$ cat config.mk
export PLATFORM = sky130hd
export DESIGN_NAME = decode_stage_ctrl_flat
export DESIGN_NICKNAME = d
export VERILOG_FILES = /design/src/rtl/decode_stage_ctrl_if.sv /design/src/rtl/decode_stage_ctrl.sv /design/src/flat_wrapper.sv
export SDC_FILE = /design/constraint.sdc
export NUM_CORES = 1
export LEC_CHECK = 0
export CORE_ASPECT_RATIO = 1.4
export CORE_MARGIN = 2
export CORE_UTILIZATION = 37
export CTS_CLUSTER_DIAMETER = 100
export DETAILED_ROUTE_END_ITERATION = 12
export PLACE_DENSITY = 0.83
export SYNTH_ARGS = -nofsm -noshare
export SYNTH_HDL_FRONTEND = slang
export SYNTH_SLANG_ARGS = --single-unit
$ cat constraint.sdc
create_clock -name clk -period 1.75 [get_ports clk]
set_input_delay 0.2625 -clock clk [delete_from_list [all_inputs] [get_ports clk]]
set_output_delay 0.2625 -clock clk [all_outputs]
set_load 0.02 [all_outputs]
$ cat src/rtl/decode_stage_ctrl_if.sv
// ============================================================================
// Module      : decode_stage_ctrl_if
// Description : Bundle between the IF/ID side (instruction, valid and hazard
//               controls) and the registered ID/EX control outputs of
//               decode_stage_ctrl.
//               master : drives instr_i/valid_i/stall_i/flush_i, observes outputs
//               slave  : the decoder; consumes inputs, drives outputs
// Revision    : 1.0 - initial release
// ============================================================================
`default_nettype none

interface decode_stage_ctrl_if #(
  parameter int ALU_CTRL_W = 3,
  parameter int CNT_W      = 16
);
  logic [31:0]           instr_i;
  logic                  valid_i;
  logic                  stall_i;
  logic                  flush_i;

  logic                  valid_o;
  logic [1:0]            flag_w_o;
  logic                  pcs_o;
  logic                  branch_o;
  logic                  reg_w_o;
  logic                  mem_w_o;
  logic                  mem_to_reg_o;
  logic                  alu_src_o;
  logic [1:0]            imm_src_o;
  logic [1:0]            reg_src_o;
  logic [ALU_CTRL_W-1:0] alu_control_o;
  logic                  illegal_o;
  logic                  illegal_seen_o;
  logic [CNT_W-1:0]      decoded_cnt_o;

  modport master (
    output instr_i, valid_i, stall_i, flush_i,
    input  valid_o, flag_w_o, pcs_o, branch_o, reg_w_o, mem_w_o,
           mem_to_reg_o, alu_src_o, imm_src_o, reg_src_o, alu_control_o,
           illegal_o, illegal_seen_o, decoded_cnt_o
  );

  modport slave (
    input  instr_i, valid_i, stall_i, flush_i,
    output valid_o, flag_w_o, pcs_o, branch_o, reg_w_o, mem_w_o,
           mem_to_reg_o, alu_src_o, imm_src_o, reg_src_o, alu_control_o,
           illegal_o, illegal_seen_o, decoded_cnt_o
  );
endinterface

`default_nettype wire

$ cat src/rtl/decode_stage_ctrl.sv
// ============================================================================
// Module      : decode_stage_ctrl
// Description : Registered ID-stage decoder for the ARM-subset pipeline.
//               Decodes Op/Funct/Rd of the IF/ID instruction into control
//               signals and registers them into ID/EX with flush > stall >
//               load priority, flags undefined encodings and counts legal
//               instructions with a saturating counter.
// Ports       : clk, rst_n (synchronous, active-low)
//               bus (slave) : instr_i, valid_i, stall_i, flush_i in;
//                             registered controls, illegal_o,
//                             illegal_seen_o, decoded_cnt_o out
// Revision    : 1.0 - initial release
// ============================================================================
`default_nettype none

module decode_stage_ctrl #(
  parameter int ALU_CTRL_W = 3,
  parameter int CNT_W      = 16
) (
  input  wire logic           clk,
  input  wire logic           rst_n,
  decode_stage_ctrl_if.slave  bus
);

  // Control word layout, MSB first:
  // flag_w[1:0] pcs branch reg_w mem_w mem_to_reg alu_src
  // imm_src[1:0] reg_src[1:0] alu[2:0]
  localparam int CTRL_W = 15;

  logic [1:0] op;
  logic [5:0] funct;
  logic [3:0] cmd;
  logic [3:0] rd;

  assign op    = bus.instr_i[27:26];
  assign funct = bus.instr_i[25:20];
  assign cmd   = funct[4:1];
  assign rd    = bus.instr_i[15:12];

  logic unused_instr_bits;
  assign unused_instr_bits = ^{bus.instr_i[31:28], bus.instr_i[19:16],
                               bus.instr_i[11:0]};

  // Combinational decode
  logic [1:0] d_flag_w;
  logic       d_branch;
  logic       d_reg_w;
  logic       d_mem_w;
  logic       d_mem_to_reg;
  logic       d_alu_src;
  logic [1:0] d_imm_src;
  logic [1:0] d_reg_src;
  logic [2:0] d_alu;
  logic       d_illegal;
  logic       d_pcs;

  always_comb begin
    d_flag_w     = 2'b00;
    d_branch     = 1'b0;
    d_reg_w      = 1'b0;
    d_mem_w      = 1'b0;
    d_mem_to_reg = 1'b0;
    d_alu_src    = 1'b0;
    d_imm_src    = 2'b00;
    d_reg_src    = 2'b00;
    d_alu        = 3'b000;
    d_illegal    = 1'b0;

    case (op)
      2'b00: begin
        d_reg_w   = 1'b1;
        d_alu_src = funct[5];
        case (cmd)
          4'b0100: d_alu = 3'b000;            // ADD
          4'b0010: d_alu = 3'b001;            // SUB
          4'b0000: d_alu = 3'b010;            // AND
          4'b1100: d_alu = 3'b011;            // ORR
          4'b0001: d_alu = 3'b100;            // EOR
          4'b1101: d_alu = 3'b101;            // MOV
          4'b1010: begin                      // CMP: flags only, needs S
            d_alu     = 3'b001;
            d_reg_w   = 1'b0;
            d_illegal = ~funct[0];
          end
          default: d_illegal = 1'b1;
        endcase
        d_flag_w[1] = funct[0];
        d_flag_w[0] = funct[0] &
                      ((cmd == 4'b0100) | (cmd == 4'b0010) | (cmd == 4'b1010));
      end
      2'b01: begin
        d_alu_src = 1'b1;
        d_imm_src = 2'b01;
        // U=1 adds the offset, U=0 subtracts it
        d_alu     = funct[3] ? 3'b000 : 3'b001;
        if (funct[0]) begin                   // LDR
          d_reg_w      = 1'b1;
          d_mem_to_reg = 1'b1;
        end else begin                        // STR reads Rd on RA2
          d_mem_w   = 1'b1;
          d_reg_src = 2'b10;
        end
      end
      2'b10: begin
        d_branch  = 1'b1;
        d_alu_src = 1'b1;
        d_imm_src = 2'b10;
        d_reg_src = 2'b01;
      end
      default: d_illegal = 1'b1;
    endcase

    // Undefined encodings must not write anything downstream
    if (d_illegal) begin
      d_flag_w     = 2'b00;
      d_branch     = 1'b0;
      d_reg_w      = 1'b0;
      d_mem_w      = 1'b0;
      d_mem_to_reg = 1'b0;
      d_alu_src    = 1'b0;
      d_imm_src    = 2'b00;
      d_reg_src    = 2'b00;
      d_alu        = 3'b000;
    end

    d_pcs = d_branch | (d_reg_w & (rd == 4'hF));
  end

  logic [CTRL_W-1:0] d_ctrl;
  assign d_ctrl = {d_flag_w, d_pcs, d_branch, d_reg_w, d_mem_w, d_mem_to_reg,
                   d_alu_src, d_imm_src, d_reg_src, d_alu};

  // ID/EX register
  logic              q_valid;
  logic [CTRL_W-1:0] q_ctrl;
  logic              q_illegal;
  logic              q_seen;
  logic [CNT_W-1:0]  q_cnt;

  always_ff @(posedge clk) begin
    if (!rst_n) begin
      q_valid   <= 1'b0;
      q_ctrl    <= '0;
      q_illegal <= 1'b0;
      q_seen    <= 1'b0;
      q_cnt     <= '0;
    end else if (bus.flush_i) begin
      q_valid   <= 1'b0;
      q_ctrl    <= '0;
      q_illegal <= 1'b0;
    end else if (!bus.stall_i) begin
      if (bus.valid_i) begin
        q_valid   <= 1'b1;
        q_ctrl    <= d_ctrl;
        q_illegal <= d_illegal;
        if (d_illegal) begin
          q_seen <= 1'b1;
        end else if (q_cnt != {CNT_W{1'b1}}) begin
          q_cnt <= q_cnt + 1'b1;
        end
      end else begin
        q_valid   <= 1'b0;
        q_ctrl    <= '0;
        q_illegal <= 1'b0;
      end
    end
  end

  assign bus.valid_o        = q_valid;
  assign bus.flag_w_o       = q_ctrl[14:13];
  assign bus.pcs_o          = q_ctrl[12];
  assign bus.branch_o       = q_ctrl[11];
  assign bus.reg_w_o        = q_ctrl[10];
  assign bus.mem_w_o        = q_ctrl[9];
  assign bus.mem_to_reg_o   = q_ctrl[8];
  assign bus.alu_src_o      = q_ctrl[7];
  assign bus.imm_src_o      = q_ctrl[6:5];
  assign bus.reg_src_o      = q_ctrl[4:3];
  assign bus.alu_control_o  = ALU_CTRL_W'(q_ctrl[2:0]);
  assign bus.illegal_o      = q_illegal;
  assign bus.illegal_seen_o = q_seen;
  assign bus.decoded_cnt_o  = q_cnt;

endmodule

`default_nettype wire

$ cat src/flat_wrapper.sv
// flat-port wrapper written by rule: the top's interface ports become plain ports
module decode_stage_ctrl_flat 
#(
  parameter int ALU_CTRL_W = 3,
  parameter int CNT_W      = 16
)
  (clk, rst_n, bus_instr_i, bus_valid_i, bus_stall_i, bus_flush_i, bus_valid_o, bus_flag_w_o, bus_pcs_o, bus_branch_o, bus_reg_w_o, bus_mem_w_o, bus_mem_to_reg_o, bus_alu_src_o, bus_imm_src_o, bus_reg_src_o, bus_alu_control_o, bus_illegal_o, bus_illegal_seen_o, bus_decoded_cnt_o);
  decode_stage_ctrl_if #(.ALU_CTRL_W(ALU_CTRL_W), .CNT_W(CNT_W)) bus_i ();
  input  wire logic clk;
  input  wire logic rst_n;
  input wire logic [$bits(bus_i.instr_i)-1:0] bus_instr_i;
  input wire logic [$bits(bus_i.valid_i)-1:0] bus_valid_i;
  input wire logic [$bits(bus_i.stall_i)-1:0] bus_stall_i;
  input wire logic [$bits(bus_i.flush_i)-1:0] bus_flush_i;
  output wire logic [$bits(bus_i.valid_o)-1:0] bus_valid_o;
  output wire logic [$bits(bus_i.flag_w_o)-1:0] bus_flag_w_o;
  output wire logic [$bits(bus_i.pcs_o)-1:0] bus_pcs_o;
  output wire logic [$bits(bus_i.branch_o)-1:0] bus_branch_o;
  output wire logic [$bits(bus_i.reg_w_o)-1:0] bus_reg_w_o;
  output wire logic [$bits(bus_i.mem_w_o)-1:0] bus_mem_w_o;
  output wire logic [$bits(bus_i.mem_to_reg_o)-1:0] bus_mem_to_reg_o;
  output wire logic [$bits(bus_i.alu_src_o)-1:0] bus_alu_src_o;
  output wire logic [$bits(bus_i.imm_src_o)-1:0] bus_imm_src_o;
  output wire logic [$bits(bus_i.reg_src_o)-1:0] bus_reg_src_o;
  output wire logic [$bits(bus_i.alu_control_o)-1:0] bus_alu_control_o;
  output wire logic [$bits(bus_i.illegal_o)-1:0] bus_illegal_o;
  output wire logic [$bits(bus_i.illegal_seen_o)-1:0] bus_illegal_seen_o;
  output wire logic [$bits(bus_i.decoded_cnt_o)-1:0] bus_decoded_cnt_o;
  assign bus_i.instr_i = bus_instr_i;
  assign bus_i.valid_i = bus_valid_i;
  assign bus_i.stall_i = bus_stall_i;
  assign bus_i.flush_i = bus_flush_i;
  assign bus_valid_o = bus_i.valid_o;
  assign bus_flag_w_o = bus_i.flag_w_o;
  assign bus_pcs_o = bus_i.pcs_o;
  assign bus_branch_o = bus_i.branch_o;
  assign bus_reg_w_o = bus_i.reg_w_o;
  assign bus_mem_w_o = bus_i.mem_w_o;
  assign bus_mem_to_reg_o = bus_i.mem_to_reg_o;
  assign bus_alu_src_o = bus_i.alu_src_o;
  assign bus_imm_src_o = bus_i.imm_src_o;
  assign bus_reg_src_o = bus_i.reg_src_o;
  assign bus_alu_control_o = bus_i.alu_control_o;
  assign bus_illegal_o = bus_i.illegal_o;
  assign bus_illegal_seen_o = bus_i.illegal_seen_o;
  assign bus_decoded_cnt_o = bus_i.decoded_cnt_o;
  decode_stage_ctrl #(.ALU_CTRL_W(ALU_CTRL_W), .CNT_W(CNT_W)) u_core (.clk(clk), .rst_n(rst_n), .bus(bus_i));
endmodule
==> impl_metrics.csv <==
group,metric,value,unit
outcome,status,"complete, no violations",
routing,totalWireLength,5400,um
sta,fmax,0.5728,GHz
sta,holdWs,472.9,ps
logic_synthesis,ys_types,33,
setup_path,crit_type,"input pin to flip-flop",
sta,hold_viol,0,
die,fp.dieH,81.60,um
sta,slew_headroom,69.89,%
global_route,grt_use_total,23.40,%
clocking,cts.sinks,31,
setup_path,crit_path_max_fanout,10,
sta,slew_viol_final,0,
die,num_rows,28,
routing,wl_per_cell,15.84,um
die,start_util,38.18,%
finish,nets,337,
global_route,grt_pass1_wl,8556,um
clocking,cts_root_buffer,"clkbuf_8",
global_route,antenna_found_initial,0,
clocking,cts.clk_slew.worst_paths,70,ps
logic_synthesis,syn-num-nets,234,
die,ioPinCount,71,
clocking,clk_latency,290,ps
finish,layout-drive-gt1-share,30.74,%
routing,viasPerCell,5.545,
setup_path,critPathLaunchType,"input pin",
power,power_density,634.5,nW/um^2
sta,post-route-period-util,99.77,%
die,chipWidth,59.43,um
sta,grt_setup_unrepaired,"true",
global_route,grt_pass1_vias,1869,
setup_path,worstPathRequired,1970,ps
power,p_leak,1.027,nW
logic_synthesis,yosysSeqAreaShare,38.99,%
clocking,cts_made_buffers,5,
clocking,cts_tree,"built",
global_route,grt-ovfl-total,0,
sta,worst_slack,4.045,ps
finish,final_common_cell,"buf_4",
place,place.port_buffers,50,
routing,drt-initial-drc-count,57,
setup_path,crit_path_end_kind,"flip-flop",
die,dieArea,4849,um^2
logic_synthesis,ys_ff_latch,31,
worst_hold_path,hold_class,"flip-flop to flip-flop",
sta,clock_skew,6.870,ps
place,gp_congestion,0.9241,
place,dpl_worst_slack,-523.9,ps
routing,drc_errors,0,
power,worst_ir_drop_vdd,0.5766,mV
clocking,cts_max_level,2,
sta,finalCriticalPeriod,1746,ps
logic_synthesis,yosysWarningCount,0,
clocking,hold_buffers,0,
finish,layout.cells.most_common_list,"buf_4, clkdlybuf4s50_1, dfxtp_1",
sta,setup_viol,0,
finish,fill_cells,314,
clocking,clockBufferDepth,2,
routing,route.vias.total,1891,
place,dp_cells,327,
setup_path,arrival,1960,ps
sta,worstMarginPinSlew,450.2,ps
place,hpwl,3613,um
logic_synthesis,syn_area_per_cell,8.289,um^2
finish,fin_cells,341,
global_route,grt_max_degree,16,
power,finalPower,1.777,mW
finish,antennaDiodeCount,0,
logic_synthesis,syn_area,1592,um^2
routing,drt_pass1_iterations,4,
die,core_area,4169,um^2
finish,syn_to_final_growth,75.94,%
flow_run,drv_cap,0,
setup_path,r2r_slack,20,ps
sta,tns,0,ps
logic_synthesis,synth_cells,192,
routing,postRouteAntennaNets,0,
[sequential cells by signal, indices dropped and copies added, names as in the netlist]
signal,flops
u_core.bus.decoded_cnt_o,16
u_core.q_ctrl,12
u_core.bus.illegal_seen_o,1
u_core.bus.illegal_o,1
u_core.bus.valid_o,1
[final cells by class]
class | instances | area (um^2) | share of cell area, %
Timing Repair Buffer | 107 | 967.2 | 34.54
Clock inverter | 2 | 35.03 | 1.251
Tap cell | 45 | 56.30 | 2.011
Sequential cell | 31 | 630.6 | 22.52
Clock buffer | 6 | 82.58 | 2.949
Inverter | 9 | 33.78 | 1.206
Multi-Input combinational cell | 141 | 994.7 | 35.52
[through the flow]
step | util [%] | area, um^2
floorplan | - | 1608
detailed placement | 59.81 | 2494
CTS | 66.00 | 2751
finish | 67.17 | 2800
global route | 67.17 | 2800
global placement | 59.81 | 2494
[synth_stat cells, drive strengths merged]
cell type   n  area, um^2
a21oi      22       110.1
a22oi       8       60.06
a2bb2oi     2       30.03
and3        1       6.260
buf         8       52.54
clkbuf      3       11.26
dfxtp      31       620.6
ha          5       62.56
inv         9       33.78
mux2i       1       10.01
nand2      18       67.56
nand2b     10       70.06
nand3       8       40.04
nand4       6       37.54
nor2       12       45.04
nor2b       4       25.02
nor3        4       20.02
nor4        1       6.260
nor4b       1       8.760
o21ai       6       30.03
o22a        1       8.760
o22ai       1       6.260
o2bb2ai     1       8.760
o311ai      4       35.03
o31ai       7       52.55
o41ai       4       35.03
or2         1       6.260
or3         5       31.28
or4         8       60.06
[timing repair]
item	CTS	global route
resized for setup	21	12
pin swaps	10	1
gates cloned	1	0
endpoints found under the setup margin	23	19
buffers inserted	5	0
[power breakdown]
group / total (mW) / switching [mW] / internal [mW]
clock: 0.749 / 0.288 / 0.460
combinational: 0.316 / 0.142 / 0.174
sequential: 0.712 / 0.00358 / 0.708
total: 1.78 / 0.434 / 1.34
[per-layer routing]
layer | vias to the layer above | global-route usage [%] | share of wire [%]
li1 | 918 | - | -
met1 | 898 | 24.66 | 38
met2 | 69 | 44.62 | 55
met3 | 6 | 4.882 | 5.5
met4 | 0 | 7.727 | 1.2
met5 | - | 0 | 0
[critical path, cell delays in order]
cell and delay (ps):
dlygate4sd2_1 250, inv_2 80, ha_4 140, nand2b_4 50
a2bb2oi_2 170, a2bb2oi_4 190, buf_12 140, or4_1 520
a21oi_1 140
[cells by family (layout without fill, tap and decap cells)]
family	after synthesis	after routing	share of synthesized area, %
mux	1	1	0.6290
buf+inv	20	124	6.131
simple gates	79	79	26.65
compound gates	56	56	23.66
fa+ha+maj	5	5	3.931
flops	31	31	38.99
[worst paths after layout]
check	startpoint	endpoint	cells after the start
min	u_core.q_ctrl[8]$_SDFFE_PP0N_	u_core.q_ctrl[8]$_SDFFE_PP0N_	2
max	bus_instr_i[26]	u_core.bus.decoded_cnt_o[7]$_SDFFE_PN0P_	9
max reg2reg	u_core.bus.decoded_cnt_o[2]$_SDFFE_PN0P_	u_core.bus.decoded_cnt_o[7]$_SDFFE_PN0P_	7
min reg2reg	u_core.q_ctrl[8]$_SDFFE_PP0N_	u_core.q_ctrl[8]$_SDFFE_PP0N_	2
Note: power is estimated with default switching activity, not from simulation.
